**src/rtl/p2s_pkg.sv**
```systemverilog
// Shared types and constants for the parallel-to-serial scheduler.
package p2s_pkg;

   typedef enum logic [1:0] {StIdle, StShift, StGap} state_t;

   localparam int unsigned DW_DEFAULT = 8;
   localparam int unsigned WDOG_SLACK = 2;

endpackage

```
**src/rtl/p2s_scheduler_rr_arbiter.sv**
```systemverilog
// Combinational round-robin winner search starting at a rotating pointer.
module rr_arbiter #(
   parameter int unsigned NREQ = 4,
   parameter int unsigned IDW  = $clog2(NREQ)
) (
   input  logic [NREQ-1:0] req,
   input  logic [IDW-1:0]  ptr,
   output logic [IDW-1:0]  grant,
   output logic            valid
);

   logic [IDW-1:0] cand;

   always_comb begin
      grant = '0;
      valid = 1'b0;
      cand  = '0;
      for (int unsigned i = 0; i < NREQ; i++) begin
         cand = IDW'((32'(ptr) + i) % NREQ);
         if (!valid && req[cand]) begin
            valid = 1'b1;
            grant = cand;
         end
      end
   end

endmodule

```
**src/rtl/p2s_scheduler.sv**
```systemverilog
// Round-robin sharing of one parallel-to-serial serializer between NREQ requesters,
// with an idle gap between frames and a watchdog on the serializer's end pulse.
module p2s_scheduler
   import p2s_pkg::*;
#(
   parameter int unsigned NREQ = 4,
   parameter int unsigned DW   = DW_DEFAULT,
   parameter int unsigned GAP  = 1,
   parameter int unsigned IDW  = $clog2(NREQ)
) (
   input  logic               clk,
   input  logic               rst,
   input  logic [NREQ-1:0]    req,
   input  logic [NREQ*DW-1:0] data,
   output logic [NREQ-1:0]    ack,
   output logic [DW-1:0]      ser_a,
   output logic               ser_bgn,
   input  logic               ser_end,
   output logic               busy,
   output logic [IDW-1:0]     cur_id,
   output logic               timeout
);

   localparam int unsigned WDOG_MAX = DW + WDOG_SLACK;
   localparam int unsigned WW       = $clog2(WDOG_MAX + 1);

   state_t         state;
   state_t         exit_state;
   logic [IDW-1:0] rr_ptr;
   logic [IDW-1:0] grant;
   logic           grant_vld;
   logic [WW-1:0]  wdog;
   logic [3:0]     gap_cnt;
   logic [DW-1:0]  words [NREQ];

   rr_arbiter #(
      .NREQ (NREQ),
      .IDW  (IDW)
   ) u_arb (
      .req   (req),
      .ptr   (rr_ptr),
      .grant (grant),
      .valid (grant_vld)
   );

   always_comb begin
      for (int unsigned i = 0; i < NREQ; i++) begin
         words[i] = data[i*DW +: DW];
      end
   end

   // With no gap configured a finished frame returns straight to idle.
   assign exit_state = (GAP == 0) ? StIdle : StGap;

   always_ff @(posedge clk) begin
      if (rst) begin
         state   <= StIdle;
         ack     <= '0;
         ser_a   <= '0;
         ser_bgn <= 1'b0;
         busy    <= 1'b0;
         cur_id  <= '0;
         timeout <= 1'b0;
         rr_ptr  <= '0;
         wdog    <= '0;
         gap_cnt <= '0;
      end else begin
         ack     <= '0;
         ser_bgn <= 1'b0;
         timeout <= 1'b0;
         unique case (state)
            StIdle: begin
               if (grant_vld) begin
                  cur_id     <= grant;
                  ser_a      <= words[grant];
                  ack[grant] <= 1'b1;
                  ser_bgn    <= 1'b1;
                  busy       <= 1'b1;
                  rr_ptr     <= (32'(grant) == NREQ - 1) ? '0 : grant + IDW'(1);
                  wdog       <= '0;
                  state      <= StShift;
               end
            end
            StShift: begin
               wdog <= wdog + WW'(1);
               // wdog counts SHIFT cycles; the watchdog fires as it reaches WDOG_MAX,
               // unless the end pulse lands in that same cycle.
               if (ser_end || (32'(wdog) + 1 == WDOG_MAX)) begin
                  timeout <= !ser_end;
                  gap_cnt <= '0;
                  busy    <= (GAP != 0);
                  state   <= exit_state;
               end
            end
            StGap: begin
               gap_cnt <= gap_cnt + 4'd1;
               if (32'(gap_cnt) + 1 == GAP) begin
                  busy  <= 1'b0;
                  state <= StIdle;
               end
            end
            default: state <= StIdle;
         endcase
      end
   end

endmodule

```
**config.mk**
```make
export PLATFORM = sky130hd
export DESIGN_NAME = p2s_scheduler
export DESIGN_NICKNAME = d
export VERILOG_FILES = /design/src/rtl/p2s_pkg.sv /design/src/rtl/p2s_scheduler_rr_arbiter.sv /design/src/rtl/p2s_scheduler.sv
export SDC_FILE = /design/constraint.sdc
export NUM_CORES = 1
export LEC_CHECK = 0
export ABC_AREA = 0
export CORE_MARGIN = 2
export CORE_UTILIZATION = 45
export DETAILED_ROUTE_END_ITERATION = 8
export GPL_TIMING_DRIVEN = 0
export PLACE_DENSITY = 0.84
export SLEW_MARGIN = 20
export SYNTH_ARGS = -nofsm -noshare
export SYNTH_HDL_FRONTEND = slang
export SYNTH_SLANG_ARGS = --single-unit
```
**constraint.sdc**
```tcl
create_clock -name clk -period 2.45 [get_ports clk]
set_input_delay 0.6125 -clock clk [delete_from_list [all_inputs] [get_ports clk]]
set_output_delay 0.6125 -clock clk [all_outputs]
set_load 0.02 [all_outputs]
```
==> impl_results.md, run 1 <==
* Clock latency reported for the late side of the worst-skew pair at 0.33 ns
* Initial antenna violation count at 0
* Critical Path Sink: rr_ptr[1]
* Final Hold Vio Count at 0
* Residual antenna-violating net count after detailed routing at 0
* Final cycle utilization of the critical path at 0.927
* Maximum number of buffers from clock root to sink at 2
* Total chip power at 0.00131 W
* Total Die Area at 4020 sq um
* Total of max-cap violations at 0
* Number of iterations in the first detailed-routing pass at 4
* WL final at 3810 um
* Share of synthesized flip-flops with an asynchronous set or reset at 0
* Most instantiated library cell after synthesis: dfxtp_1
* Synth Register Bits at 29
* Global-route wire length before repair at 6150 um
* Max-slew violation total from the final report at 0
* Chip height at 63.4 um
* Post-Synthesis Net Count at 222
* Count of endpoints failing setup in the final report at 0
* Worst-Margin Slew at 0.504 ns
* Worst slew margin relative to its limit at 0.661
* Portion of synthesized cell area occupied by the leading cell type at 0.366
* IR Drop Worst-Case VDD at 0.399 mV
* Leading cell types by total area after synthesis: dfxtp_1, mux2i_1, ha_1
* Leading post-synthesis cells by instance count: dfxtp_1, a21oi_1, mux2i_1
* Worst EP arrival at 2.48 ns
* Effective utilization at floorplan at 0.472
* Footprint of the multi-input gates at 915 sq um
* Clock transition at the registers of the reported paths at 0.09 ns
* DRT iter0 DRCs at 44
* Worst hold margin at 0.457 ns
* Status: finished clean
* Post-synthesis to final-layout area growth at 41.8%
* Final GP Congestion at 0.845
* Min cycle time layout at 2.27 ns
* Finished Cell Area at 2250 sq um
* GRT Resource Usage Total at 0.196
* Kind of capture point of the worst setup path: flip-flop
* Power per cell area at 583 nW/um^2
* Sequential cell area at 581 sq um
* Maximum level of the CTS H-tree at 2
* CTS tree: yes
* DR vias at 1,459
* TritonCTS buffer count at 5
* Largest fanout on the critical path at 11
* # hold bufs at CTS at 0
* Setup slack on the worst flop-to-flop path at 0.59 ns
* Per-cell via count in the routed design at 5.16
* Unique masters post-synth at 38
* Number of cells produced by synthesis at 175
* Part of the Yosys area used for sequential elements at 0.366
* Number of fill cells at 303
* Site row count at 21
* Number of clock sinks at 29
* Largest net degree at the start of global routing at 12
* Finished Layout Cells at 283
* Yosys warnings at 0
* Worst min-delay path category: reg -> reg
* N_diodes at 0
* Reg2Reg Capture Point: gap_cnt[1]
* Highest clock rate at 440 MHz
* Number of flops mapped to enable cells by yosys at 0
* Root cell of the clock tree: clkbuf_4
* Count of unresolved DRC violations after routing at 0
* Number of buffers added on ports at 55
* Total grt overflow at 0
* Worst setup SP type: primary input
* Mapped cell area at 1590 sq um
* R2R cell count at 7
* Category of the critical setup timing path: in -> reg
* Synthesized area per cell at 9.07 sq um
* Launch point of the critical path: req[1]
* Placement Cell Area at 2190 sq um
* Core Util, Final at 0.669
* Worst flop-to-flop path startpoint: wdog[1]
* Post_cts resized at 0
* Number of ports placed on the die boundary at 56
* Static leakage at 0.918 nW
* Routed wire per std cell at 13.5 um
* Layout Skew at 0.0114 ns
* Required time at the worst-slack endpoint at 2.66 ns
* Placed Cells incl. Taps at 276
* Hpwl dp at 2910 um
* Placeable core region at 3360 sq um
* Final layout net count at 284
* RSZ-0062 raised after global routing: no
* Share of post-route cells with drive strength above 1 at 0.0591
* Buffers inserted during post-CTS setup optimization at 0
* Post-synth top area cell: dfxtp_1
* Commonest register cell after synthesis: dfxtp_1
* Die Span X at 63.4 um
* Number of global-route vias before repair at 1,318
-- worst min path at each step --
stage | end | slack [ns] | start | cells after the start
2_1_floorplan | rr_ptr[1] | 0.47 | rr_ptr[1] | 2
3_3_place_gp | cur_id[0] | 0.44 | cur_id[0] | 2
3_5_place_dp | cur_id[0] | 0.45 | cur_id[0] | 2
4_1_cts | cur_id[0] | 0.46 | cur_id[0] | 2
5_1_grt | cur_id[0] | 0.50 | cur_id[0] | 2
6_report | cur_id[0] | 0.46 | cur_id[0] | 2
-- logic make-up after synthesis --
kind of cell               count (synthesis)  share of synthesized area
AOI/OAI and AO/OA                         39                      0.168
xor gates and xnor gates                   2                     0.0110
adders and majority gates                  8                     0.0631
buffers and inverters                     17                     0.0576
DFF                                       29                      0.366
muxes                                     16                      0.101
and+or+nand+nor                           64                      0.233
-- state kept, by name, indices dropped and copies added (netlist names) --
signal   cells
ack          4
state        2
ser_bgn      1
gap_cnt      4
cur_id       2
rr_ptr       2
wdog         4
ser_a        8
timeout      1
busy         1
-- report_power, final --
group / leakage (nW) / internal, W / switching, W
Combinational: 0.649 / 0.000241 / 0.000217
Sequential: 0.238 / 0.000521 / 0.0000287
Clock: 0.0314 / 0.000135 / 0.000168
-- layout by cell type (no fill, tap or decap), drive strengths merged, types with 2 or more instances in the layout --
| cell type | netlist | routed |
|---|---|---|
| a311oi | 2 | 2 |
| a21o | 2 | 2 |
| inv | 9 | 9 |
| nand3b | 10 | 10 |
| a21oi | 19 | 19 |
| buf | 5 | 5 |
| clkbuf | 3 | 10 |
| o221ai | 8 | 8 |
| mux2i | 16 | 16 |
| nand2 | 12 | 12 |
| xnor2 | 2 | 2 |
| o21ai | 2 | 2 |
| and2 | 4 | 4 |
| ha | 8 | 8 |
| or3b | 2 | 2 |
| nor4 | 3 | 3 |
| dfxtp | 29 | 29 |
| nor2 | 14 | 14 |
| nor3b | 2 | 2 |
| clkdlybuf4s50 | 0 | 55 |
| nor3 | 2 | 2 |
| or3 | 2 | 2 |
| nand2b | 7 | 7 |
-- routing by layer --
layer / vias up / global-route usage / wire [um]
met3: 5 / 0.0839 / 295
met4: 0 / 0.0571 / 40
met5: - / 0 / 0
met2: 46 / 0.313 / 1700
li1: 758 / - / -
met1: 650 / 0.239 / 1770
-- per-stage QoR --
stage | setup TNS, ns | setup WS, ns
global placement | -1.10 | -0.172
floorplan | 0 | 0.496
finish | 0 | 0.179
global route | 0 | 0.0756
CTS | 0 | 0.185
detailed placement | -1.38 | -0.172
-- layout make-up --
cell class | count | area share
Timing Repair Buffer | 55 | 0.245
Sequential cell | 29 | 0.258
Tap cell | 46 | 0.0256
Clock buffer | 7 | 0.0245
Buffer | 8 | 0.0256
Inverter | 9 | 0.0150
Multi-Input combinational cell | 129 | 0.407
-- worst max-delay path, cell delays in order --
cell and delay [ns]:
clkdlybuf4s50_1 0.53, nand2b_1 0.13, a21o_1 0.12, or3b_1 0.35, buf_6 0.17, buf_12 0.15
inv_1 0.08, ha_1 0.23, nand2_1 0.06, a21oi_1 0.05
Power figures use the tool's default switching activity.
==> inputs of run 2 (changes only) <==
--- a/config.mk
+++ b/config.mk
@@ -5,8 +5,7 @@
 export SDC_FILE = /design/constraint.sdc
 export NUM_CORES = 1
 export LEC_CHECK = 0
-export ABC_AREA = 0
-export CORE_MARGIN = 2
+export CORE_MARGIN = 10
 export CORE_UTILIZATION = 45
 export DETAILED_ROUTE_END_ITERATION = 8
 export GPL_TIMING_DRIVEN = 0
==> run 2 against run 1 <==
  * Combinational power rose by 1%
  * First-iteration DRC count rose by 50%
  * Hold slack improved by 0.00071 ns
  * Critical path type unchanged
  * Non-clock buffer count did not move
  * Power fell by 1.4%
==> impl_results.md, run 2 (synthesis gave the netlist of run 1 again) <==
* IR Drop Worst-Case VDD at 0.298 mV
* Power per cell area at 576 nW/um^2
* Static leakage at 0.914 nW
* Post-synthesis to final-layout area growth at 41.4%
* Number of clock sinks at 29
* Global-route wire length before repair at 6820 um
* Most common cell after layout, fill and taps aside: clkdlybuf4s50_1
* Routed wire per std cell at 15.3 um
* Worst min-delay path category: reg -> reg
* DRT iter0 DRCs at 66
* Hpwl dp at 3390 um
* Min cycle time layout at 2.29 ns
* Layout Skew at 0.00707 ns
* Number of buffers added on ports at 55
* Residual antenna-violating net count after detailed routing at 0
* Worst EP arrival at 2.50 ns
* Required time at the worst-slack endpoint at 2.66 ns
* Effective utilization at floorplan at 0.472
* Total Die Area at 6300 sq um
* Highest-count cells in the layout ignoring fill and taps: clkdlybuf4s50_1, dfxtp_1, a21oi_1, mux2i_1, nor2_1
* GRT Resource Usage Total at 0.138
* Total of max-cap violations at 0
* Register containing the most flip-flops in the final layout: ser_a
* Maximum level of the CTS H-tree at 2
* Number of fill cells at 312
* WL final at 4340 um
* Initial antenna violation count at 0
* Number of ports placed on the die boundary at 56
* Final layout net count at 284
* Maximum number of buffers from clock root to sink at 2
* Per-cell via count in the routed design at 5.24
* Root cell of the clock tree: clkbuf_4
* Worst hold margin at 0.457 ns
* Count of endpoints failing setup in the final report at 0
* Post_cts resized at 0
* Final Hold Vio Count at 0
* Finished Cell Area at 2240 sq um
* Die Span X at 79.4 um
* Final GP Congestion at 0.794
* Placeable core region at 3360 sq um
* Worst-Margin Slew at 0.548 ns
* Max FFs per register at 8
* Worst setup SP type: primary input
* Category of the critical setup timing path: in -> reg
* Clock latency reported for the late side of the worst-skew pair at 0.34 ns
* DR vias at 1,487
* Setup Total Neg Slack at 0 ns
* Buffers inserted during post-CTS setup optimization at 0
* # hold bufs at CTS at 0
* Number of iterations in the first detailed-routing pass at 4
* Highest clock rate at 437 MHz
* N_diodes at 0
* Chip height at 79.4 um
* Final cycle utilization of the critical path at 0.935
* TritonCTS buffer count at 5
* Worst slew margin relative to its limit at 0.632
* Clock transition at the registers of the reported paths at 0.09 ns
* Site row count at 21
* Placement Cell Area at 2190 sq um
* CTS tree: yes
* Kind of capture point of the worst setup path: flip-flop
* Largest fanout on the critical path at 11
* Status: finished clean
* Largest net degree at the start of global routing at 12
* Total chip power at 0.00129 W
* Max-slew violation total from the final report at 0
* Share of post-route cells with drive strength above 1 at 0.0546
* Total grt overflow at 0
* Count of unresolved DRC violations after routing at 0
* RSZ-0062 raised after global routing: no
* Number of global-route vias before repair at 1,394
run 2: area by class of cell:
class                           instances  area [sq um]  share of cell area
Multi-Input combinational cell        129           915               0.408
Tap cell                               46          57.6              0.0257
Inverter                                9          33.8              0.0151
Timing Repair Buffer                   55           551               0.245
Sequential cell                        29           581               0.259
Clock buffer                            8          48.8              0.0218
Buffer                                  8          57.6              0.0257
run 2: metrics by stage:
stage	instances	util	worst slack, ns
final	284	0.667	0.160
after global routing	284	0.667	0.0760
after CTS	284	0.667	0.161
after detailed placement	276	0.653	-0.193
after global placement	276	0.653	-0.180
after floorplan	175	-	0.496
run 2: worst max-delay path: stages:
cell and delay [ns]:
clkdlybuf4s50_1 0.54, nand2b_1 0.12, a21o_1 0.11, or3b_1 0.36, buf_6 0.17, buf_12 0.16, inv_1 0.08, ha_1 0.23
nand2_1 0.06, a21oi_1 0.05
run 2: worst paths after layout:
path | startpoint | endpoint | slack (ns) | depth (start not counted)
worst max-delay path | req[1] | rr_ptr[1] | 0.16 | 10
worst min register to register | cur_id[0] | cur_id[0] | 0.46 | 2
worst min-delay path | cur_id[0] | cur_id[0] | 0.46 | 2
worst max register to register | rr_ptr[0] | rr_ptr[1] | 0.55 | 9
run 2: report_power, final:
group          switching [W]  internal (W)  total [W]  leakage, nW
Sequential         0.0000291      0.000521   0.000550        0.238
Combinational       0.000222      0.000241   0.000463        0.649
Clock               0.000165      0.000114   0.000279       0.0265
run 2: per-layer routing:
metal,wire length [um],GRT usage
met5,0,0
met4,75,0.0645
met3,205,0.0417
met2,2020,0.224
met1,2040,0.161
==> patch (config.mk and constraints of run 2) <==
Put one more register stage on the output `timeout`. The value now appears one clock later. The other outputs are not delayed to match.
--- a/src/rtl/p2s_scheduler.sv
+++ b/src/rtl/p2s_scheduler.sv
@@ -23,6 +23,8 @@
 
    localparam int unsigned WDOG_MAX = DW + WDOG_SLACK;
    localparam int unsigned WW       = $clog2(WDOG_MAX + 1);
+
+   logic timeout_s0;
 
    state_t         state;
    state_t         exit_state;
@@ -60,14 +62,14 @@
          ser_bgn <= 1'b0;
          busy    <= 1'b0;
          cur_id  <= '0;
-         timeout <= 1'b0;
+         timeout_s0 <= 1'b0;
          rr_ptr  <= '0;
          wdog    <= '0;
          gap_cnt <= '0;
       end else begin
          ack     <= '0;
          ser_bgn <= 1'b0;
-         timeout <= 1'b0;
+         timeout_s0 <= 1'b0;
          unique case (state)
             StIdle: begin
                if (grant_vld) begin
@@ -86,7 +88,7 @@
                // wdog counts SHIFT cycles; the watchdog fires as it reaches WDOG_MAX,
                // unless the end pulse lands in that same cycle.
                if (ser_end || (32'(wdog) + 1 == WDOG_MAX)) begin
-                  timeout <= !ser_end;
+                  timeout_s0 <= !ser_end;
                   gap_cnt <= '0;
                   busy    <= (GAP != 0);
                   state   <= exit_state;
@@ -104,5 +106,9 @@
       end
    end
 
+   always_ff @(posedge clk) begin
+      timeout <= timeout_s0;
+   end
+
 endmodule
 
Function: same outputs for any inputs over 10 cycles, from zero or initial values and one cycle with rst high; that may be too few to reach the edited logic, so the function may still have changed.
==> patch against run 2 <==
  * Clock skew grew 0.0020 ns
  * Combinational power shrank 5.0%
  * Routed wire length is 7.5% lower
  * Highest routed layer unchanged
  * Design area decreased by 2.0%
  * Critical endpoint unchanged
  * Area after synthesis is 3.5% lower
  * Setup slack better by 0.17 ns
  * Sequential cell count is 1 higher
  * First-iteration DRC count is 44% higher
  * Non-clock buffer count decreased by 2
  * Register-to-register slack better by 0.10 ns
  * Total power increased by 2.2%
==> patch: results (changes against run 2) <==
* Status: finished, final reports clean
* First-pass GRT wire length at 6824 um (+0.10%)
* Worst reg2reg path depth at 7 (-2)
* Crit path from: req[0]
* Clk_skew at 0.009074 ns (+0.002009 ns)
* Detailed Route Iter0 Violations at 95 (+44%)
* Worst Tran Pin Value at 0.4612 ns (-0.08640 ns)
* Syn nets at 206 (-7.2%)
* Drt total wl at 4010 um (-7.5%)
* M1 GR Usage at 15.67% (-0.46 points)
* Internal power at 0.9030 mW (+3.0%)
* Post-Place Setup Slack at -0.007095 ns (+0.1857 ns)
* Synth top area cells: dfxtp_1 39%, mux2i_1 12%, ha_1 6.5%, nand3b_1 4.9%, o221ai_1 4.6%
* Worst reg2reg startpoint: rr_ptr[1]
* Fmax at 471.7 MHz (+8.0%)
* Layout cells sized above 1 at 6.306% (+0.84 points)
* WHS Endpoint: timeout
* Post-synthesis sequential area ratio at 39.22% (+2.6 points)
* Clock-net power at 0.312 mW (+12%)
* Avg Cell Area, Syn at 9.632 um^2 (+6.2%)
* Gr usage total at 13.66% (-0.12 points)
* Post-DP HPWL at 3138 um (-7.3%)
* GRT met2 Usage at 22.04% (-0.39 points)
* # nets final at 268 (-5.6%)
* Critical path peak fanout at 5 (-6)
* Cell variety after synth at 33 (-13%)
* Post-Place Cells at 260 (-5.8%)
[patch: layout make-up]
| type | count | area, um^2 |
|---|---|---|
| plain buffers | 6 | 41.29 |
| clock buffers | 7 | 55.05 |
| clock inverters | 1 | 5.005 |
| fillers | 278 | 1111 |
| inverters | 8 | 30.03 |
| multi-input cells | 115 | 859.6 |
| flip-flops and latches | 30 | 600.6 |
| well taps | 46 | 57.56 |
| repair buffers | 55 | 550.5 |
[patch: cell families (layout without fill, tap and decap cells)]
kind of cell    Yosys count  after routing  synth area share, %
simple gates             47             47                17.97
compound gates           40             40                18.63
buf+inv                  14             77                4.657
fa+ha+maj                 8              8                6.536
xor+xnor                  1              1               0.5720
flops                    30             30                39.22
mux                      19             19                12.42
[patch: per-stage QoR]
step | power [mW] | util (%)
floorplan | 0.8343 | -
global placement | 1.020 | 64.63
finish | 1.321 | 66.44
CTS | 1.335 | 66.44
detailed placement | 1.024 | 64.63
global route | 1.401 | 66.44
